--- config.mk ---
export PLATFORM = sky130hd
export DESIGN_NAME = fp_add_arbiter
export DESIGN_NICKNAME = d
export VERILOG_FILES = /design/src/rtl/fp_add_arbiter.sv
export SDC_FILE = /design/constraint.sdc
export NUM_CORES = 1
export LEC_CHECK = 0
export BUFFER_PORTS_ARGS = -buffer_cell sky130_fd_sc_hd__buf_4
export CORE_AREA = 3 3 76 78
export CTS_CLUSTER_SIZE = 28
export DETAILED_ROUTE_END_ITERATION = 8
export DIE_AREA = 0 0 79 81
export GPL_ROUTABILITY_DRIVEN = 0
export PLACE_DENSITY = 0.94
export SLEW_MARGIN = 20
export SYNTH_ARGS = -nofsm -noshare
export SYNTH_HDL_FRONTEND = slang
export SYNTH_SLANG_ARGS = --single-unit
--- constraint.sdc ---
create_clock -name clk -period 2.55 [get_ports clk]
set_clock_uncertainty 0.1 [all_clocks]
set_input_delay 0.255 -clock clk [delete_from_list [all_inputs] [get_ports clk]]
set_output_delay 0.255 -clock clk [all_outputs]
set_load 0.03 [all_outputs]
--- src/rtl/fp_add_arbiter.sv ---
// Round-robin front end that time-shares one external combinational fp_adder
// between two requesters and returns each result with its requester id.
module fp_add_arbiter #(
   parameter int SETTLE_CYCLES = 1,
   parameter int CNT_W         = 8
) (
   input  logic             clk,
   input  logic             reset,
   input  logic             req0_valid,
   output logic             req0_ready,
   input  logic [12:0]      req0_a,
   input  logic [12:0]      req0_b,
   input  logic             req0_sub,
   input  logic             req1_valid,
   output logic             req1_ready,
   input  logic [12:0]      req1_a,
   input  logic [12:0]      req1_b,
   input  logic             req1_sub,
   output logic             rsp_valid,
   input  logic             rsp_ready,
   output logic             rsp_id,
   output logic [12:0]      rsp_result,
   output logic             add_sign1,
   output logic             add_sign2,
   output logic [3:0]       add_exp1,
   output logic [3:0]       add_exp2,
   output logic [7:0]       add_frac1,
   output logic [7:0]       add_frac2,
   input  logic             add_sign_out,
   input  logic [3:0]       add_exp_out,
   input  logic [7:0]       add_frac_out,
   output logic             busy,
   output logic [CNT_W-1:0] done_count,
   output logic [1:0]       dbg_state
);

   // Valid/ready: a transfer happens on a rising edge where valid && ready are
   // both high; valid never waits on ready and holds its payload until taken.
   typedef enum logic [1:0] {IDLE = 2'd0, SETTLE = 2'd1, RESP = 2'd2} state_t;

   localparam logic [3:0] SETTLE_LAST = 4'(SETTLE_CYCLES - 1);

   state_t           r_state, w_next;
   logic             r_last_grant, r_id, r_rsp_valid, r_rsp_id;
   logic [12:0]      r_rsp_result;
   logic [3:0]       r_cnt;
   logic             r_sign1, r_sign2;
   logic [3:0]       r_exp1, r_exp2;
   logic [7:0]       r_frac1, r_frac2;
   logic [CNT_W-1:0] r_done;
   logic             w_grant, w_accept, w_settle_done;
   logic [12:0]      w_a, w_b;
   logic             w_sub;

   assign w_settle_done = (r_cnt == SETTLE_LAST);
   assign w_a   = w_grant ? req1_a   : req0_a;
   assign w_b   = w_grant ? req1_b   : req0_b;
   assign w_sub = w_grant ? req1_sub : req0_sub;

   always_comb begin
      w_next     = r_state;
      req0_ready = 1'b0;
      req1_ready = 1'b0;
      w_accept   = 1'b0;
      // On a tie the requester that did not win last time goes first.
      w_grant    = (req0_valid && req1_valid) ? ~r_last_grant : req1_valid;
      case (r_state)
         IDLE: begin
            req0_ready = req0_valid && !w_grant;
            req1_ready = req1_valid && w_grant;
            w_accept   = req0_valid || req1_valid;
            if (w_accept) w_next = SETTLE;
         end
         SETTLE: if (w_settle_done) w_next = RESP;
         RESP:   if (rsp_ready) w_next = IDLE;
         default: w_next = IDLE;
      endcase
   end

   always_ff @(posedge clk) begin
      if (reset) begin
         r_state      <= IDLE;
         r_last_grant <= 1'b1;
         r_id         <= 1'b0;
         r_cnt        <= 4'd0;
         r_rsp_valid  <= 1'b0;
         r_rsp_id     <= 1'b0;
         r_rsp_result <= 13'd0;
         r_sign1      <= 1'b0;
         r_sign2      <= 1'b0;
         r_exp1       <= 4'd0;
         r_exp2       <= 4'd0;
         r_frac1      <= 8'd0;
         r_frac2      <= 8'd0;
         r_done       <= '0;
      end else begin
         r_state <= w_next;
         case (r_state)
            IDLE: if (w_accept) begin
               r_sign1      <= w_a[12];
               r_exp1       <= w_a[11:8];
               r_frac1      <= w_a[7:0];
               r_sign2      <= w_b[12] ^ w_sub;
               r_exp2       <= w_b[11:8];
               r_frac2      <= w_b[7:0];
               r_id         <= w_grant;
               r_last_grant <= w_grant;
               r_cnt        <= 4'd0;
            end
            SETTLE: begin
               r_cnt <= r_cnt + 4'd1;
               if (w_settle_done) begin
                  r_rsp_result <= {add_sign_out, add_exp_out, add_frac_out};
                  r_rsp_id     <= r_id;
                  r_rsp_valid  <= 1'b1;
               end
            end
            RESP: if (rsp_ready) begin
               r_rsp_valid <= 1'b0;
               r_done      <= r_done + CNT_W'(1);
            end
            default: ;
         endcase
      end
   end

   assign rsp_valid  = r_rsp_valid;
   assign rsp_id     = r_rsp_id;
   assign rsp_result = r_rsp_result;
   assign add_sign1  = r_sign1;
   assign add_sign2  = r_sign2;
   assign add_exp1   = r_exp1;
   assign add_exp2   = r_exp2;
   assign add_frac1  = r_frac1;
   assign add_frac2  = r_frac2;
   assign busy       = (r_state != IDLE);
   assign done_count = r_done;
   assign dbg_state  = r_state;

endmodule

==> results of run 1 <==
## metrics by stage
stage / total power, mW / instance area, µm² / util, % / cells / worst slack, ps
2_1_floorplan: 1.63 / 2530 / - / 272 / 984
3_3_place_gp: 1.91 / 3480 / 67.8 / 451 / 875
3_5_place_dp: 1.94 / 3480 / 67.8 / 451 / 814
4_1_cts: 2.70 / 3660 / 71.3 / 467 / 562
5_1_grt: 2.82 / 3660 / 71.3 / 467 / 496
6_report: 2.68 / 3660 / 71.3 / 467 / 585
## logic make-up after synthesis
family | count (synthesis)
AO/OA/AOI/OAI | 59
XOR/XNOR | 8
adder cells (fa/ha/maj) | 3
buffers and inverters | 23
flip-flops | 57
multiplexers | 25
AND/OR/NAND/NOR | 97
## worst max-delay path, delay by kind of cell (launching register included)
kind	cells	cell delay [ps]
AND/OR/NAND/NOR	1	90
flip-flops	1	350
buffers and inverters	2	580
AO/OA/AOI/OAI	1	260
## registers in the layout (all words and copies together) (netlist names)
register / count
r_last_grant: 1
add_exp1: 4
rsp_id: 1
r_cnt: 4
r_id: 1
dbg_state: 2
add_exp2: 4
add_sign2: 1
add_frac1: 8
rsp_result: 13
add_sign1: 1
rsp_valid: 1
done_count: 8
add_frac2: 8
## cells in the mapped netlist, drive strengths merged, types with 4 or more instances
| cell | number |
|---|---|
| a211oi | 25 |
| a21oi | 26 |
| buf | 12 |
| clkbuf | 6 |
| dfxtp | 57 |
| inv | 5 |
| mux2i | 25 |
| nand2 | 39 |
| nand3 | 4 |
| nand4 | 4 |
| nor2 | 35 |
| nor3 | 4 |
| xnor2 | 4 |
| xor2 | 4 |
## power by group through the flow
stage                     logic, mW  clock network [mW]  registers, mW
after floorplan               0.371                   0           1.26
after CTS                     0.870               0.775           1.06
after detailed placement      0.866                   0           1.08
after global placement        0.840                   0           1.07
final                         0.864               0.758           1.06
after global routing          0.925               0.826           1.07
## per-layer routing
layer / global-route usage [%] / share of wire [%] / vias to the layer above
met1: 22.6 / 38 / 1113
met2: 41.4 / 56 / 72
met5: 0 / 0 / -
met3: 5.88 / 4.3 / 10
li1: - / - / 1189
met4: 7.39 / 1.4 / 0
## worst paths after layout
kind | from | to | slack (ps) | cells after the start
worst min register to register | rsp_result[5]$_SDFFE_PP0P_ | rsp_result[5]$_SDFFE_PP0P_ | 360 | 2
worst max register to register | dbg_state[1]$_SDFFE_PP0P_ | add_frac2[0]$_SDFFE_PP0P_ | 850 | 5
worst max-delay path | r_last_grant$_SDFFE_PP1P_ | req0_ready | 580 | 4
worst min-delay path | add_frac_out[3] | rsp_result[3]$_SDFFE_PP0P_ | 70 | 3
## layout by cell type (no fill, tap or decap), types with 5 or more instances in the layout
master    count
a211oi_2     19
clkbuf_8     11
nor2_1       34
a211oi_1      6
inv_1         5
buf_4       126
a21oi_1      26
mux2i_1      25
nand2_1      38
dfxtp_1      57
## final cells by class
class	instances	share of cell area (%)
multi-input combinational	192	34.7
sequential	57	31.1
timing repair buffer	127	26.4
clock buffer	11	4.13
tap	70	2.39
clock inverter	5	0.819
inverter	5	0.512
==> impl.org, run 1 <==
** Timing
- Max Slew Vio Count :: 0
- Unrepaired setup endpoints after global routing :: false
- Setup total negative slack on the finished layout was measured at 0 ps.
- Final Setup Violations :: 0
- Worst Max-Slew Pin Slew :: 697 ps
- Subtracting the final worst setup slack from the clock period gives 1970 ps.
- Headroom to the max-slew limit came out at 53.5%.
- Peak Freq :: 509 MHz
- Share of the clock period used by the worst path :: 77.1%
- Final-report hold violation count :: 0
- Worst slack on hold paths :: 67.1 ps

** Synth
- Fraction of the mapped netlist area in simple logic gates :: 17.1%
- After synthesis, the largest area contributor takes up 45.1% of total cell area.
- Counting flops with a built-in enable in the synthesized netlist gives 0.
- Synthesis produced a netlist whose cell count is 272.
- Total of flip-flops plus latches after synthesis :: 57
- Syn_area_per_cell :: 9.30 µm²
- After synthesis, the largest family of logic cells by area is compound AO/OA/AOI/OAI gates.
- After Yosys synthesis, XOR and XNOR cells account for 2.77% of the synthesized area.
- For this run, asynchronously set or reset flops after synthesis account for 0%.
- The number of nets in the synthesized netlist is 347.
- Post-Synth Adder-Cell Area :: 1.48%
- Compound-gate portion of the synthesized area :: 18.7%
- The synthesized netlist contains 38 unique library cells.
- Of all cell types, the one taking the most synthesized area is dfxtp_1.
- Of the post-synthesis cell area, the part taken by muxes is 9.90%.
- After synthesis the cells add up to 0.00253 mm².
- Yosys printed 0 warnings.
- After synthesis, the cell types taking the most area are dfxtp_1 45%, mux2i_1 9.9%, a211oi_2 9.4%.
- In the synthesized netlist the dominant register cell turns out to be dfxtp_1.
- Part of the Yosys area used for sequential elements :: 45.1%

** Setup path
- STA classifies the critical path startpoint as a register.
- Kind of end point of the critical path :: primary output
- Endpoint required time on the critical path :: 2190 ps
- Critical path peak fanout :: 23
- The worst setup path is of the reg -> out kind.
- For the worst setup path, the data arrival time is 1610 ps.
- In this design, the stage delay of the slowest critical-path cell is 400 ps.
- In this design, the critical path's most frequently occurring cell is buf_4.
- Walking the worst path, the cells encountered are a21boi_4, buf_4, nor2_1, buf_4.
- Slowest-stage cell, CP :: buf_4

** Clock network
- Hold repair after CTS inserted 0 buffers.
- Post-CTS Resized :: 0
- The longest clock path from root to sink contains 2 buffers.
- CTS Buf Count :: 9
- In this run the number of H-tree levels came out at 3.
- Buffers added to address setup during post-CTS repair amount to 0.
- CTS placed an instance of clkbuf_8 at the clock tree root.
- Clock tree from TritonCTS :: built
- The clock reaches the later pin of the worst-skew pair after 330 ps.
- The tree built by TritonCTS fans out to 57 sinks.
- Clock-pin slew was measured on the worst setup and hold paths at 70 ps.

** Layout
- The post-route netlist has 42.3% of its cells at a drive strength greater than 1.
- Flip-flop and latch area :: 0.00114 mm²
- Relative to the synthesized area, the layout overhead comes to 44.9%.
- The number of antenna diodes in the final layout is 0.
- In the final layout, the multi-input gates occupy 0.00127 mm².
- Counting the fill cells in the layout gives 408.
- Net count reported at finish :: 467

** GRT
- Largest net degree at the start of global routing :: 58
- Global route total overflow :: 0
- Tot GR Track Use :: 21.6%
- The initial antenna violation count was 0.
- Number of global-route vias before repair :: 2,334
- The first global-routing pass estimated 10,700 µm of wire.

** Floorplanning
- The core region is 0.00514 mm².
- The initial utilization of the core area, before any placement, comes to 49.2%.
- # rows :: 26
- In this run the horizontal extent of the chip is 79 µm.
- IO Count :: 126
- The die covers 0.00640 mm².
- The die is 81 µm tall.

** Pwr
- Of the total power, combinational logic draws 32.2%.
- Reg power frac :: 39.5%
- For this design the ratio of total power to cell area is 732 mW/mm².
- Internal cell power :: 1.74 mW
- The analysis attributes to cell leakage a power of 1.62 nW.
- IR analysis of the VDD net gives a maximum drop of 0.396 mV.
- Relative contribution of the clock network to total power :: 28.3%
- The analysis attributes to net switching a power of 0.939 mW.
- Fraction of power spent switching nets :: 35.0%

** Routing
- Detailed routing inserted a total of 2,384 vias.
- The detail route stage leaves a number of antenna-violating nets equal to 0.
- In the routed layout, each cell is associated on average with a via count of 5.10.
- Total length of routed wires :: 6820 µm
- The detailed router finished its first iteration with 71 violations.
- Drt pass-1 iters :: 4
- For this run, design rule violations remaining after detail routing come to 0.
- Wire length per cell :: 14.6 µm

** Worst hold path
- Class of the tightest hold or removal check :: in -> reg

** Placed design
- Buffers added on ports :: 125
- After legalization and detailed placement, the total HPWL measured 5010 µm.

** Job
- Maximum Capacitance Violations :: 0

** Outcome
- Run status :: finished clean
No activity file was read; power rests on OpenSTA's default activity.
==> run 2, diff against run 1 <==
--- a/config.mk
+++ b/config.mk
@@ -5,13 +5,14 @@
 export SDC_FILE = /design/constraint.sdc
 export NUM_CORES = 1
 export LEC_CHECK = 0
+export ABC_AREA = 1
 export BUFFER_PORTS_ARGS = -buffer_cell sky130_fd_sc_hd__buf_4
-export CORE_AREA = 3 3 76 78
+export CORE_AREA = 3 3 82 84
 export CTS_CLUSTER_SIZE = 28
 export DETAILED_ROUTE_END_ITERATION = 8
-export DIE_AREA = 0 0 79 81
+export DIE_AREA = 0 0 85 87
 export GPL_ROUTABILITY_DRIVEN = 0
-export PLACE_DENSITY = 0.94
+export PLACE_DENSITY = 0.86
 export SLEW_MARGIN = 20
 export SYNTH_ARGS = -nofsm -noshare
 export SYNTH_HDL_FRONTEND = slang
==> constraint.sdc (replaced) <==
create_clock -name clk -period 1.6 [get_ports clk]
set_clock_uncertainty 0.1 [all_clocks]
set_input_delay 0.16 -clock clk [delete_from_list [all_inputs] [get_ports clk]]
set_output_delay 0.16 -clock clk [all_outputs]
set_load 0.03 [all_outputs]
==> impl.org, run 2 <==
** Outcome
- The flow ran to the end, and the final reports show no timing, DRC or antenna violations.

** Synth
- Syn_area_per_cell :: 7.31 µm² (-21%)
- EDFF count, synth :: 0 (unchanged)
- Synth Net Count :: 416 (+20%)
- The most used flip-flop cell after synthesis is dfxtp_1.
- The number of distinct library cells after synthesis was 28 (-26%).
- By count the netlist is led by 71 x nand2_1, 64 x nor2_1, 57 x dfxtp_1.
- Cell type with the highest aggregate area in the netlist :: dfxtp_1
- Total standard cell area after synthesis :: 0.00249 mm² (-1.5%)
- Total of flip-flops plus latches after synthesis :: 57 (unchanged)
- Leading post-synthesis cells by cell area :: dfxtp_1 46%, nand2_1 11%, nor2_1 9.6%
- Top cell type's share of synthesized area :: 45.8% (+0.68 points)
- Part of the Yosys area used for sequential elements :: 45.8% (+0.68 points)
- The fraction of registers with async set or reset after synthesis was 0% (unchanged).
- The number of warnings issued by yosys is 0 (unchanged).
- Synthesized instance count :: 341 (+25%)
- Library cell with the highest instance count after synthesis :: nand2_1

** Setup path
- Traced cell by cell, the critical path runs through a21oi_4, buf_6, buf_12, nor2_1, buf_4.
- Worst setup SP type :: register
- The worst setup path is captured at a primary output.
- The delay of the slowest cell on the worst path was 340 ps (-60 ps).
- Critical path peak fanout :: 3 (-87%)
- The worst setup path is of the reg -> out kind.
- Worst endpoint data arrival time :: 1300 ps (-310 ps)
- Endpoint required time on the critical path :: 1340 ps (-850 ps)
- Slowest-stage cell, CP :: dfxtp_2

** Timing
- The max-slew violation count was 0 (unchanged).
- Final Setup Violations :: 0 (unchanged)
- The summed negative setup slack over all endpoints came to 0 ps (unchanged).
- Peak Freq :: 643 MHz
- The relative max-transition margin came to 81.9% (+28 points).
- The final critical path takes up 97.2% of the cycle.
- Final worst path period need :: 1560 ps
- The final hold violation count is 0 (unchanged).
- Worst Max-Slew Pin Slew :: 270 ps (-426 ps)

** Layout
- Net count reported at finish :: 587 (+26%)
- Commonest non-fill, non-tap cell in the layout :: buf_4
- Relative to the synthesized area, the layout overhead comes to 68.8%.
- The flip-flop count of the largest register after layout was 13 (unchanged).
- The number of antenna diodes came to 0 (unchanged).
- Share of layout cells above drive strength 1 :: 33.1% (-9.2 points)
- Most used cells in the layout excluding fill and tap cells :: 133 x buf_4, 71 x nand2_1, 63 x nor2_1
- Number of standard cells in the final layout excluding fillers :: 592 (+27%)
- Number of fill cells :: 466 (+14%)

** Pwr
- Combinational Power Share :: 31.1% (-1.1 points)
- The worst-case vdd ir drop was 0.750 mV (+89%).
- The total power consumption of the routed design was 4.69 mW (+75%).
- The clock network fraction of total power is 32.7% (+4.4 points).
- The power per cell area was 1120 mW/mm² (+53%).
- The net switching fraction of the power was 33.3% (-1.7 points).
- Internal cell power :: 3.13 mW (+80%)
- The standby leakage power was 2.01 nW (+24%).
- The net switching power of the design is 1.56 mW (+66%).
- The sequential fraction of design power came to 36.2% (-3.3 points).

** Routing
- Remaining number of nets flagged by the antenna check after routing :: 0 (unchanged)
- Drt pass-1 iters :: 5 (+1)
- The post-detailed-route wirelength per cell was 14.0 µm (-4.1%).
- Routed via count divided by cell count :: 4.83 (-5.4%)
- The initial detailed-routing violation count is 127 (+79%).
- Total length of routed wires :: 8290 µm (+22%)
- The detailed-route via count is 2,858 (+20%).
- Detailed-route DRC error count :: 0 (unchanged)

** Clock network
- TritonCTS built the clock tree.
- Clock tree synthesis selected as its root buffer the cell clkbuf_8.
- CTS Buf Count :: 9 (unchanged)
- The clock-pin slew reported for the worst setup and hold paths after clock tree synthesis came to 70 ps (about the same).
- The number of H-tree levels came to 3 (unchanged).
- The number of sinks driven by the clock tree was 57 (unchanged).
- The insertion delay to the later sink of the worst-skew pair was 330 ps (about the same).
- CTS Buffer Depth :: 2 (unchanged)

** GRT
- The initial antenna violation count was 0 (unchanged).
- Tot GR Track Use :: 22.2% (+0.65 points)
- Global routing met2 resource utilization :: 37.7% (-3.7 points)
- The overall overflow remaining after global route is 0 (unchanged).
- Global-route wire length before repair :: 13,100 µm (+22%)
- The via count of the first global-routing pass is 2,862 (+23%).
- The global routing usage on met1 came to 24.6% (+2.0 points).
- GR peak layer :: met2
- Largest net degree at the start of global routing :: 44 (-24%)
- Global routing met3 resource utilization :: 8.04% (+2.2 points)

** Placed design
- Number of instances in the placed design :: 529 (+17%)
- Buffers added on ports :: 125 (unchanged)
- Sum of net half-perimeters after detailed placement :: 5140 µm (+2.7%)

** Floorplanning
- The full die area came to 0.00740 mm² (+16%).
- # rows :: 28 (+7.7%)
- The chip height came to 87 µm (+7.4%).
- Width of the die :: 85 µm (+7.6%)
- Effective utilization at floorplan :: 41.6% (-7.6 points)
- The core region area came to 0.00599 mm² (+17%).
- IO Count :: 126 (unchanged)

** Worst hold path
- The path class of the tightest hold or removal check is in -> reg.

** Job
- Maximum Capacitance Violations :: 0 (unchanged)
## run 2: logic make-up (layout without fill, tap and decap cells)
| kind of cell | after synthesis | after routing | share of synthesized area (%) |
|---|---|---|---|
| AO/OA/AOI/OAI | 89 | 89 | 19.2 |
| flip-flops | 57 | 57 | 45.8 |
| buffers and inverters | 40 | 216 | 7.63 |
| AND/OR/NAND/NOR | 149 | 149 | 24.8 |
| XOR/XNOR | 3 | 3 | 1.05 |
| adder cells (fa/ha/maj) | 3 | 3 | 1.51 |
## run 2: metrics by stage
step,setup WS (ps),hold WS [ps],utilization (%),instance area [µm²]
finish,44.3,23.9,70.2,4200
global route,-32.7,37.1,70.2,4200
CTS,7.30,7.28,68.7,4110
detailed placement,25.9,287,58.2,3490
global placement,126,280,58.2,3490
floorplan,10.9,195,-,2490
## run 2: layout make-up
cell class | instances | area (µm²) | share of cell area (%)
well taps | 75 | 93.8 | 2.23
clock buffers | 10 | 138 | 3.27
clock inverters | 6 | 90.1 | 2.14
repair buffers | 177 | 1490 | 35.3
multi-input cells | 244 | 1160 | 27.6
flip-flops and latches | 57 | 1140 | 27.2
inverters | 23 | 91.3 | 2.17
## run 2: final timing paths
check,start,cells past startpoint,end,slack [ps]
max,r_last_grant$_SDFFE_PP1P_,5,req0_ready,40
min reg2reg,add_sign2$_SDFFE_PP0P_,2,add_sign2$_SDFFE_PP0P_,370
max reg2reg,dbg_state[0]$_SDFFE_PP0P_,7,rsp_id$_SDFFE_PP0P_,100
min,req0_b[4],5,add_frac2[4]$_SDFFE_PP0P_,20
## run 2: worst max-delay path, delay by kind of cell (launching register included)
family | cells | cell delay [ps]
simple gates | 1 | 30
compound gates | 1 | 210
flops | 1 | 340
buf+inv | 3 | 390
## run 2: repair_timing
item / in CTS / in global routing
resized for setup: 2 / 5
hold buffers: 39 / 0
gates cloned: 0 / 1
endpoints found under the setup margin: 1 / 19
setup buffers: 0 / 7
pin swaps: 0 / 2
hold endpoints to repair: 43 / 0
## run 2: power groups by stage
stage	clock (mW)	sequential, mW	combinational, mW
finish	1.54	1.70	1.46
global route	1.63	1.71	1.58
CTS	1.58	1.69	1.39
detailed placement	0	1.72	1.31
global placement	0	1.71	1.29
floorplan	0	2.02	0.491
## run 2: per-layer routing
metal / vias up / part of all wire, %
met5: - / 0
met4: 0 / 1.7
met3: 12 / 10
met2: 136 / 48
met1: 1269 / 40
li1: 1441 / -
